<file path="src/rtl/snake_pkg.sv">
// Shared definitions for the snake game: target FSM states, default playfield
// geometry and the default LFSR taps/seeds for the target generator.
package snake_pkg;

   typedef enum logic [2:0] {
      ST_IDLE   = 3'd0,
      ST_DRAW   = 3'd1,
      ST_CHECK  = 3'd2,
      ST_FALLBK = 3'd3,
      ST_DONE   = 3'd4
   } tpg_state_e;

   localparam int SCREEN_H = 160;
   localparam int SCREEN_V = 120;

   localparam logic [7:0] DEF_H_TAPS = 8'hB8;
   localparam logic [6:0] DEF_V_TAPS = 7'h60;
   localparam logic [7:0] DEF_H_SEED = 8'h08;
   localparam logic [6:0] DEF_V_SEED = 7'h08;

endpackage

</file>
<file path="src/rtl/lfsr_galois.sv">
// Free-running right-shift Galois LFSR with a synchronous seed load.
// A zero load value is replaced by SEED so the all-zero lock-up state is never entered.
module lfsr_galois #(
   parameter int               WIDTH = 8,
   parameter logic [WIDTH-1:0] TAPS  = '1,
   parameter logic [WIDTH-1:0] SEED  = {{(WIDTH-1){1'b0}}, 1'b1}
) (
   input  logic             CLK,
   input  logic             RESET,
   input  logic             load,
   input  logic [WIDTH-1:0] load_val,
   output logic [WIDTH-1:0] value
);

   always_ff @(posedge CLK) begin
      if (RESET)
         value <= SEED;
      else if (load)
         value <= (load_val == '0) ? SEED : load_val;
      else if (value[0])
         value <= (value >> 1) ^ TAPS;
      else
         value <= value >> 1;
   end

endmodule

</file>
<file path="src/rtl/target_pos_gen.sv">
// Food-target placer: rejection-samples LFSR coordinates against the playfield and
// the snake body (via the OCC query), falling back to the screen centre after MAX_TRIES.
module target_pos_gen
   import snake_pkg::*;
#(
   parameter int                 H_WIDTH   = 8,
   parameter int                 V_WIDTH   = 7,
   parameter int                 H_MAX     = SCREEN_H,
   parameter int                 V_MAX     = SCREEN_V,
   parameter logic [H_WIDTH-1:0] H_TAPS    = DEF_H_TAPS,
   parameter logic [V_WIDTH-1:0] V_TAPS    = DEF_V_TAPS,
   parameter logic [H_WIDTH-1:0] H_SEED    = DEF_H_SEED,
   parameter logic [V_WIDTH-1:0] V_SEED    = DEF_V_SEED,
   parameter int                 MAX_TRIES = 16
) (
   input  logic               CLK,
   input  logic               RESET,
   input  logic               REQ,
   input  logic               SEED_LOAD,
   input  logic [H_WIDTH-1:0] SEED_H,
   input  logic [V_WIDTH-1:0] SEED_V,
   output logic               OCC_REQ,
   output logic [H_WIDTH-1:0] OCC_ADDR_H,
   output logic [V_WIDTH-1:0] OCC_ADDR_V,
   input  logic               OCC_ACK,
   input  logic               OCC_HIT,
   output logic               BUSY,
   output logic               VALID,
   output logic               FALLBACK,
   output logic [H_WIDTH-1:0] TARGET_ADDR_H,
   output logic [V_WIDTH-1:0] TARGET_ADDR_V
);

   localparam int                 TRY_W    = $clog2(MAX_TRIES + 1);
   localparam logic [TRY_W-1:0]   TRY_LAST = TRY_W'(MAX_TRIES - 1);
   localparam logic [H_WIDTH-1:0] CTR_H    = H_WIDTH'(H_MAX / 2);
   localparam logic [V_WIDTH-1:0] CTR_V    = V_WIDTH'(V_MAX / 2);
   // One extra bit so a bound equal to 2^WIDTH is still representable.
   localparam logic [H_WIDTH:0]   H_LIM    = (H_WIDTH + 1)'(H_MAX);
   localparam logic [V_WIDTH:0]   V_LIM    = (V_WIDTH + 1)'(V_MAX);

   tpg_state_e         state;
   logic [TRY_W-1:0]   tries;
   logic [H_WIDTH-1:0] lfsr_h;
   logic [V_WIDTH-1:0] lfsr_v;
   logic               in_range;
   logic               last_try;

   lfsr_galois #(.WIDTH(H_WIDTH), .TAPS(H_TAPS), .SEED(H_SEED)) u_lfsr_h (
      .CLK      (CLK),
      .RESET    (RESET),
      .load     (SEED_LOAD),
      .load_val (SEED_H),
      .value    (lfsr_h)
   );

   lfsr_galois #(.WIDTH(V_WIDTH), .TAPS(V_TAPS), .SEED(V_SEED)) u_lfsr_v (
      .CLK      (CLK),
      .RESET    (RESET),
      .load     (SEED_LOAD),
      .load_val (SEED_V),
      .value    (lfsr_v)
   );

   assign in_range = ({1'b0, lfsr_h} < H_LIM) && ({1'b0, lfsr_v} < V_LIM);
   assign last_try = (tries == TRY_LAST);

   always_ff @(posedge CLK) begin
      if (RESET) begin
         state         <= ST_IDLE;
         tries         <= '0;
         OCC_ADDR_H    <= '0;
         OCC_ADDR_V    <= '0;
         TARGET_ADDR_H <= CTR_H;
         TARGET_ADDR_V <= CTR_V;
         VALID         <= 1'b0;
         FALLBACK      <= 1'b0;
      end else begin
         VALID <= 1'b0;
         case (state)
            ST_IDLE: begin
               if (REQ) begin
                  tries <= '0;
                  state <= ST_DRAW;
               end
            end
            ST_DRAW: begin
               if (in_range) begin
                  OCC_ADDR_H <= lfsr_h;
                  OCC_ADDR_V <= lfsr_v;
                  state      <= ST_CHECK;
               end else begin
                  tries <= tries + TRY_W'(1);
                  state <= last_try ? ST_FALLBK : ST_DRAW;
               end
            end
            ST_CHECK: begin
               if (OCC_ACK) begin
                  if (!OCC_HIT) begin
                     // Target, VALID and FALLBACK all commit on the edge into DONE.
                     TARGET_ADDR_H <= OCC_ADDR_H;
                     TARGET_ADDR_V <= OCC_ADDR_V;
                     FALLBACK      <= 1'b0;
                     VALID         <= 1'b1;
                     state         <= ST_DONE;
                  end else begin
                     tries <= tries + TRY_W'(1);
                     state <= last_try ? ST_FALLBK : ST_DRAW;
                  end
               end
            end
            ST_FALLBK: begin
               TARGET_ADDR_H <= CTR_H;
               TARGET_ADDR_V <= CTR_V;
               FALLBACK      <= 1'b1;
               VALID         <= 1'b1;
               state         <= ST_DONE;
            end
            ST_DONE: state <= ST_IDLE;
            default: state <= ST_IDLE;
         endcase
      end
   end

   assign BUSY    = (state != ST_IDLE);
   assign OCC_REQ = (state == ST_CHECK);

endmodule
</file>
<file path="config.mk">
export PLATFORM = sky130hd
export DESIGN_NAME = target_pos_gen
export DESIGN_NICKNAME = d
export VERILOG_FILES = /design/src/rtl/snake_pkg.sv /design/src/rtl/lfsr_galois.sv /design/src/rtl/target_pos_gen.sv
export SDC_FILE = /design/constraint.sdc
export NUM_CORES = 1
export LEC_CHECK = 0
export ABC_AREA = 1
export BUFFER_PORTS_ARGS = -buffer_cell sky130_fd_sc_hd__buf_2
export CORE_AREA = 2 2 94 51
export DETAILED_ROUTE_END_ITERATION = 8
export DIE_AREA = 0 0 96 53
export GPL_TIMING_DRIVEN = 0
export PLACE_DENSITY_LB_ADDON = 0.25
export SLEW_MARGIN = 20
export SYNTH_ARGS = -nofsm -noshare
export SYNTH_HDL_FRONTEND = slang
export SYNTH_SLANG_ARGS = --single-unit
</file>
<file path="constraint.sdc">
create_clock -name CLK -period 3.65 [get_ports CLK]
set_input_delay 0.365 -clock CLK [delete_from_list [all_inputs] [get_ports CLK]]
set_output_delay 0.365 -clock CLK [all_outputs]
set_load 0.005 [all_outputs]
</file>
==> out/results.txt, run 1 <==
The source of the worst register-to-register timing path was state[2]. First element of the critical path: state[2]. At the pin with the least slew margin, the transition time is 0.506 ns. TritonCTS built the clock tree. The initial utilization of the core area, before any placement, comes to 54.2%. Overall power consumption after layout is estimated at 1.41 mW. For this design the top-level I/O count stands at 55. The tools report the number of slew-limit violations in the final report as 0.

For the insertion delay to the later sink of the worst-skew pair, the log shows 0.31 ns. The logs give 0 for the total of hold buffers inserted after clock tree synthesis and 393 for the total number of nets in the final design. The top flip-flop cell by instance count after synthesis is sky130_fd_sc_hd__dfxtp_1.

The run finished with clean final reports. The power density over cell area is 514 nW/um^2, and the area of the core is 4230 um^2. After clock tree synthesis, the clock-pin slew on the worst setup and hold paths is 0.09 ns.

The max capacitance violation total came out at 0. The path category of the worst min-delay check is in -> reg. After layout, the worst setup slack is 2.17 ns. The critical path goes through inv_2 > nand3_1 > inv_1 > nand3_2 > buf_4 > o21ai_0 > a21oi_1. For the worst setup path, the data required time is 3.85 ns.

Summing the sequential cell areas from Yosys gives 48.0% of the chip area. The setup path with the least slack is of type reg -> reg. Setup repair after global routing left no endpoint under its margin.

The detailed-router iteration count before antenna repair came out at 4. In the synthesized netlist, the number of instances is 310. The data arrival time of the critical path is 1.68 ns, and the worst clock skew is 0.00484 ns.

The wire length of the first global-routing pass came out at 9010 um. The wire-length estimate of the detail-placed layout is 4180 um. The number of global-route vias before repair was 1,906. Synthesis inferred 55 register bits. The post-placement setup slack was 2.21 ns. Entering global routing, the biggest net connects 17 pins.

The ratio of final minimum period to clock period works out to 40.6%. In the synthesized netlist the async set-or-reset flop fraction comes to 0%. The count of distinct cell types in the synthesized netlist was 27. The capturing element type of the critical path is a flip-flop. STA classifies the critical path startpoint as a flip-flop. After detailed routing, the average wire length per cell comes to 12.6 um.

Die height: 53 um. The total nets after synthesis is 333. Headroom to the max-slew limit came out at 66.3%. Post-CTS repair changed the size of 0 cells. On the worst path, the slowest cell contributes a delay of 0.36 ns. The horizontal die dimension is 96 um. CTS placed an instance of sky130_fd_sc_hd__clkbuf_8 at the clock tree root. The logs give 23.9% for the overall routing resource usage and 1010 um^2 for the multi-input combinational cell area.

The number of flops mapped to enable cells by yosys came out at 0. In this run the worst path has a maximum fanout of 10. The final layout contains routed wiring with a total length of 5390 um. Dividing the detail-routed via count by the number of cells gives 5.01.

The die covers 5090 um^2. For the final hold violation count, the log shows 0. Averaged over all synthesized cells, the footprint is 7.40 um^2. The final setup violation count is 0. Number of synthesis warnings: 0.

For the final routed database, the setup TNS stands at 0 ns. The number of H-tree levels came out at 2. The maximum buffer depth of the clock tree was 2; the total DRC errors in the routed layout was 0.

CTS saw 55 sinks. The critical path's slowest cell is sky130_fd_sc_hd__dfxtp_1. Across the whole layout, storage elements account for 1100 um^2. The static leakage power is 1.30 nW, and the number of antenna cells inserted is 0.

The number of filler instances in the final layout was 384. The routed design could run at a clock period as short as 1.48 ns. Post-route antenna net violation count: 0. The highest clock rate came out at 674 MHz.

In this run, CTS created clock tree buffers numbering 5. Buffers placed on the I/O ports in this run total 53. The number of buffers inserted by post-CTS setup repair came out at 0. The congestion estimate from routability-driven global placement came to 0.846.

The maximum vdd ir drop is 217 uV. Summing every instance area after synthesis gives 2290 um^2. The tools report the beginning of the worst hold path as SEED_V[1]. The share of post-route cells with drive strength above 1 was 21.6%; the overflow left after global routing was 0.

The total via count after detailed routing came out at 2,139. The initial antenna violation count was 0; the final standard cell utilization of the core was 64.7%. Compared with the post-synthesis result, the final layout area differs by 19.3%.

After the first detailed-routing iteration, the DRC count stood at 118. The number of placement rows was 17.
[worst max-delay path, delay by kind of cell, from the launching register on]
family	cells	cell delay, ns
buffers and inverters	3	0.45
AOI/OAI and AO/OA	2	0.28
DFF	1	0.36
and+or+nand+nor	2	0.27
[metal layers]
metal,vias up,global-route usage (%),part of all wire [%]
met5,-,0,0
met4,0,7.86,0.84
met3,5,5.13,7.5
met2,65,32.8,38
met1,965,36.3,54
li1,1104,-,-
[where the power goes]
group	internal (mW)	switching (mW)	leakage [nW]
clock network	0.201	0.196	0.0502
logic	0.121	0.185	0.796
registers	0.666	0.0408	0.452
[cells in the final DEF, fill, tap and decap left out, types with 2 or more instances in the layout]
| cell | netlist | final |
|---|---|---|
| sky130_fd_sc_hd__clkbuf_1 | 8 | 8 |
| sky130_fd_sc_hd__nand2_1 | 48 | 48 |
| sky130_fd_sc_hd__nor2_4 | 2 | 2 |
| sky130_fd_sc_hd__dfxtp_1 | 55 | 55 |
| sky130_fd_sc_hd__a21oi_1 | 26 | 26 |
| sky130_fd_sc_hd__nand3_1 | 10 | 10 |
| sky130_fd_sc_hd__ha_1 | 2 | 2 |
| sky130_fd_sc_hd__buf_2 | 1 | 54 |
| sky130_fd_sc_hd__buf_6 | 2 | 2 |
| sky130_fd_sc_hd__inv_2 | 3 | 3 |
| sky130_fd_sc_hd__inv_1 | 26 | 26 |
| sky130_fd_sc_hd__nand2_2 | 2 | 2 |
| sky130_fd_sc_hd__o21ai_0 | 35 | 35 |
| sky130_fd_sc_hd__clkbuf_8 | 0 | 5 |
| sky130_fd_sc_hd__nand3_2 | 2 | 2 |
| sky130_fd_sc_hd__nor2_1 | 68 | 68 |
| sky130_fd_sc_hd__buf_4 | 2 | 2 |
| sky130_fd_sc_hd__xor2_1 | 5 | 5 |
| sky130_fd_sc_hd__o21ai_1 | 4 | 4 |
[final timing paths]
path	to	slack [ns]	cells after the start
max	OCC_ADDR_V[0]	2.17	7
min	u_lfsr_v.value[1]	0.29	3
max reg2reg	OCC_ADDR_V[0]	2.17	7
min reg2reg	OCC_ADDR_H[0]	0.47	2
[synthesized netlist by cell type, types with 2 or more instances]
cell type / number / area, um^2
sky130_fd_sc_hd__o21ai_0: 35 / 175
sky130_fd_sc_hd__buf_4: 2 / 15.0
sky130_fd_sc_hd__nor2_4: 2 / 22.5
sky130_fd_sc_hd__nand2_1: 48 / 180
sky130_fd_sc_hd__nand2_2: 2 / 12.5
sky130_fd_sc_hd__buf_6: 2 / 22.5
sky130_fd_sc_hd__ha_1: 2 / 25.0
sky130_fd_sc_hd__o21ai_1: 4 / 20.0
sky130_fd_sc_hd__dfxtp_1: 55 / 1100
sky130_fd_sc_hd__nor2_1: 68 / 255
sky130_fd_sc_hd__nand3_1: 10 / 50.1
sky130_fd_sc_hd__nand3_2: 2 / 20.0
sky130_fd_sc_hd__a21oi_1: 26 / 130
sky130_fd_sc_hd__xor2_1: 5 / 43.8
sky130_fd_sc_hd__inv_2: 3 / 11.3
sky130_fd_sc_hd__inv_1: 26 / 97.6
sky130_fd_sc_hd__clkbuf_1: 8 / 30.0
[metrics by stage]
| stage | instance area (um^2) | cells | hold slack (ns) |
|---|---|---|---|
| after detailed placement | 2630 | 420 | 0.451 |
| after global routing | 2740 | 427 | 0.287 |
| after global placement | 2630 | 420 | 0.437 |
| final | 2740 | 427 | 0.293 |
| after floorplan | 2290 | 310 | 0.437 |
| after CTS | 2740 | 427 | 0.285 |
[registers in the layout (all words and copies together) (netlist names)]
name and cells:
VALID 1, TARGET_ADDR_V 7, u_lfsr_h.value 8, FALLBACK 1, state 3, u_lfsr_v.value 7, OCC_ADDR_H 8, OCC_ADDR_V 7
TARGET_ADDR_H 8, tries 5
[cell type report]
type	instances	share of cell area [%]
multi-input cells	212	36.7
plain buffers	13	2.65
repair buffers	53	9.69
flip-flops and latches	55	40.2
inverters	30	4.20
clock buffers	5	2.51
clock inverters	2	1.37
well taps	57	2.61
[cells by family after synthesis]
family,synth area share (%)
xor gates and xnor gates,1.91
DFF,48.0
adders and majority gates,1.09
AOI/OAI and AO/OA,15.3
buffers and inverters,8.18
and+or+nand+nor,25.6
Note: power is estimated with default switching activity, not from simulation.
==> run 2: changes to the inputs <==
- ABC_AREA: 1 -> 0
- CORE_AREA: 2 2 94 51 -> 2 2 98 53
- DIE_AREA: 0 0 96 53 -> 0 0 100 55
- clock period: 3.65 -> 1.5 ns (I/O delays scaled with it)
==> run 2 against run 1 <==
Against the previous run:
- register-to-register slack worse by 2.1 ns
- critical path depth is 4 lower
- sequential power rose by 120%
- largest cell class is now multi-input gates
==> out/results.txt, run 2 <==
The wire length of the first global-routing pass was 9200 um (+2.1%). The beginning of the worst hold path was SEED_H[2]. Static timing analysis puts the maximum clock frequency at 692 MHz. The number of violations reported at the end of detailed-routing iteration 0 is 65 (-45%), and the final critical-path required period is 1.45 ns. The detailed-route vias per instance works out to 5.25 (+4.8%).

The detailed-router iteration count before antenna repair came out at 4 (unchanged). The growth of design area from synthesis to finish was 25.9%. The post-synthesis cell count was 253 (-18%); the number of H-tree levels was 2 (unchanged).

The run gives 2 (unchanged) as the maximum buffer depth of the clock tree. The path category of the worst min-delay check was in -> reg. The post-placement setup slack was -0.105 ns (-2.31 ns); the actual slew at the worst max-slew pin was 0.704 ns (+0.199 ns). Setup repair after global routing could not meet its margin everywhere. The clock sink count is 55 (unchanged). Total via count after detailed routing: 2,016 (-5.8%). In this run the clock root is driven by a sky130_fd_sc_hd__clkbuf_8.

The logs give 4110 um (-1.6%) for the placed wire-length estimate and 31.5% (-4.9 points) for the met1 routing resource usage after global routing. After synthesis, the most frequently instantiated cells are sky130_fd_sc_hd__dfxtp_1, sky130_fd_sc_hd__nor2_1, sky130_fd_sc_hd__mux2i_1. The logs give 4680 um^2 (+11%) for the area of the core and 46.8% (-1.2 points) for the sequential cell area fraction in the yosys report.

The total power of the final layout was 3.13 mW (+120%). The most critical setup path has its startpoint at state[0]. The static leakage power was 1.37 nW (+5.5%). The flip-flop and latch count after synthesis is 55 (unchanged).

In this run the critical register-to-register path is launched from state[0]. The effective utilization at floorplan was 50.3% (-3.9 points); the total number of nets in the final design was 346 (-12%). The layer flagged by global routing as most heavily used is met2.

The most common cell in the synthesized netlist is sky130_fd_sc_hd__dfxtp_1. After synthesis, the cell types taking the most area are sky130_fd_sc_hd__dfxtp_1, sky130_fd_sc_hd__mux2i_1, sky130_fd_sc_hd__nor2_1, sky130_fd_sc_hd__a21oi_1, sky130_fd_sc_hd__and2_1. The clock transition at the register clock pins on the worst setup and hold paths after CTS was 0.10 ns (about the same); the largest net degree at the start of global routing was 17 (unchanged). The logs give 22.3% (-1.6 points) for the overall routing resource usage and 0.31 ns (about the same) for the insertion delay to the later sink of the worst-skew pair. The max capacitance violation total was 0 (unchanged); the maximum net fanout on the critical path was 10 (unchanged). The number of flops mapped to enable cells by yosys was 0 (unchanged). The average wire per cell in the routed design is 14.9 um (+18%), and the filler-free cell count of the finished design is 384 (-10%). For the post-route worst setup slack, the log shows 0.0548 ns (-2.11 ns).

The final hold violation count was 0 (unchanged); the power density over cell area was 1050 nW/um^2 (+100%). The critical path in this run is classified as reg -> out. Placer's final routability congestion estimate: 0.876 (+3.5%). The share of post-route cells with drive strength above 1 works out to 28.4% (+6.8 points). The mapped cell area is 2350 um^2 (+2.6%).

The total nets after synthesis is 276 (-17%), and the cell area after placement is 2690 um^2 (+2.2%). The ratio of final minimum period to clock period was 96.3%; the number of slew-limit violations in the final report was 0 (unchanged). TritonCTS built the clock tree. Total non-filler cell area in the finished layout: 2960 um^2 (+8.3%). The endpoint required time on the critical path is 1.35 ns (-2.50 ns), and the async set-reset flop share out of synthesis is 0% (unchanged).

Total of buffers placed on input and output ports: 52 (-1.9%). The library cell occupying the most area in the post-synthesis netlist is sky130_fd_sc_hd__dfxtp_1. The total wire length after detailed routing was 5740 um (+6.5%); the data arrival time of the critical path was 1.30 ns (-0.38 ns). The average cell area after synthesis is 9.31 um^2 (+26%). For the number of buffers added by the clock tree synthesis step, the log shows 5 (unchanged). Number of I/O pins: 55 (unchanged). The worst setup path is launched from a flip-flop. The number of placed instances, taps included was 365 (-13%). The horizontal die dimension works out to 100 um (+4.2%). The largest registers in the layout are OCC_ADDR_H: 8 flops, TARGET_ADDR_H: 8 flops, u_lfsr_h.value: 8 flops. The die height works out to 55 um (+3.8%).

The post-route antenna net violation count is 0 (unchanged), and the final setup violation count is 0 (unchanged). Maximum vdd ir drop: 514 uV (+140%). The met2 track demand over resource in global routing is 34.7% (+1.9 points), and the final standard cell utilization of the core is 63.3% (-1.4 points). The total DRC errors in the routed layout is 0 (unchanged). The tools report the overflow left after global routing as 0 (unchanged). The library cells used most frequently in the layout, excluding fill and tap cells, are sky130_fd_sc_hd__buf_2, sky130_fd_sc_hd__nor2_1, sky130_fd_sc_hd__dfxtp_1, sky130_fd_sc_hd__mux2i_1, sky130_fd_sc_hd__a21oi_1. Area of the die: 5500 um^2 (+8.1%). The fraction of post-synthesis cell area in the top cell type by area is 46.8% (-1.2 points), and the met3 global-route usage is 5.03% (-0.10 points). Worst clock skew: 0.0122 ns (+0.00738 ns). The count of distinct cell types in the synthesized netlist is 38 (+41%), and the worst relative slew slack is 53.1% (-13 points).

For the number of synthesis warnings, the log shows 0 (unchanged). The run finished with clean final reports. The run gives 1,824 (-4.3%) as the number of global-route vias before repair.

The top flip-flop cell by instance count after synthesis is sky130_fd_sc_hd__dfxtp_1. The number of antenna cells inserted was 0 (unchanged). STA classifies the critical path endpoint as an output port. The tools report the number of placement rows as 18 (+1). The run gives 0 (unchanged) as the initial antenna violation count.
[run 2: final timing paths]
check	endpoint	slack, ns	cells past startpoint
worst max register to register	OCC_ADDR_V[4]	0.09	7
worst min register to register	FALLBACK	0.49	2
worst min-delay path	u_lfsr_h.value[2]	0.09	3
worst max-delay path	BUSY	0.05	3
[run 2: critical path: stages, from the launching register on]
cell	delay, ns
sky130_fd_sc_hd__dfxtp_4	0.38
sky130_fd_sc_hd__buf_8	0.14
sky130_fd_sc_hd__or3_1	0.33
sky130_fd_sc_hd__buf_2	0.13
[run 2: through the flow]
| stage | TNS, ns | hold slack [ns] |
|---|---|---|
| global placement | -0.378 | 0.401 |
| detailed placement | -0.739 | 0.406 |
| global route | -0.0225 | 0.0974 |
| finish | 0 | 0.0890 |
| CTS | 0 | 0.0879 |
| floorplan | 0 | 0.289 |
[run 2: cell type report]
class                   instances  area, um^2
fillers                       394        1720
repair buffers                 63         363
well taps                      60        75.1
multi-input cells             178        1160
clock buffers                   6        82.6
clock inverters                 2        35.0
plain buffers                  17         123
flip-flops and latches         55        1110
inverters                       3        11.3
[run 2: what timing repair did]
action                                  in CTS  in global routing
cloned                                       0                  0
gates resized for setup                      4                 16
pin swaps                                    1                  4
setup buffers                                5                  6
hold endpoints to repair                     0                  0
endpoints found under the setup margin      20                 15
hold buffers                                 0                  0
[run 2: cell families after synthesis]
logic type                 count (synthesis)  synth area share (%)
and+or+nand+nor                          102                  21.7
xor gates and xnor gates                   5                  1.86
muxes                                     35                  14.9
AOI/OAI and AO/OA                         34                  8.98
DFF                                       55                  46.8
buffers and inverters                     20                  4.78
adders and majority gates                  2                  1.06
[run 2: layer usage]
metal | part of all wire (%) | routed length [um] | vias up
met4 | 0.84 | 48 | 0
met5 | 0 | 0 | -
met2 | 40 | 2320 | 66
met1 | 53 | 3020 | 936
li1 | - | - | 1007
met3 | 6.1 | 351 | 7
[run 2: where the power goes]
group          leakage, nW  switching [mW]  internal (mW)
combinational        0.859           0.272          0.252
sequential           0.450          0.0513           1.53
clock               0.0612           0.483          0.541
total                 1.37           0.806           2.32
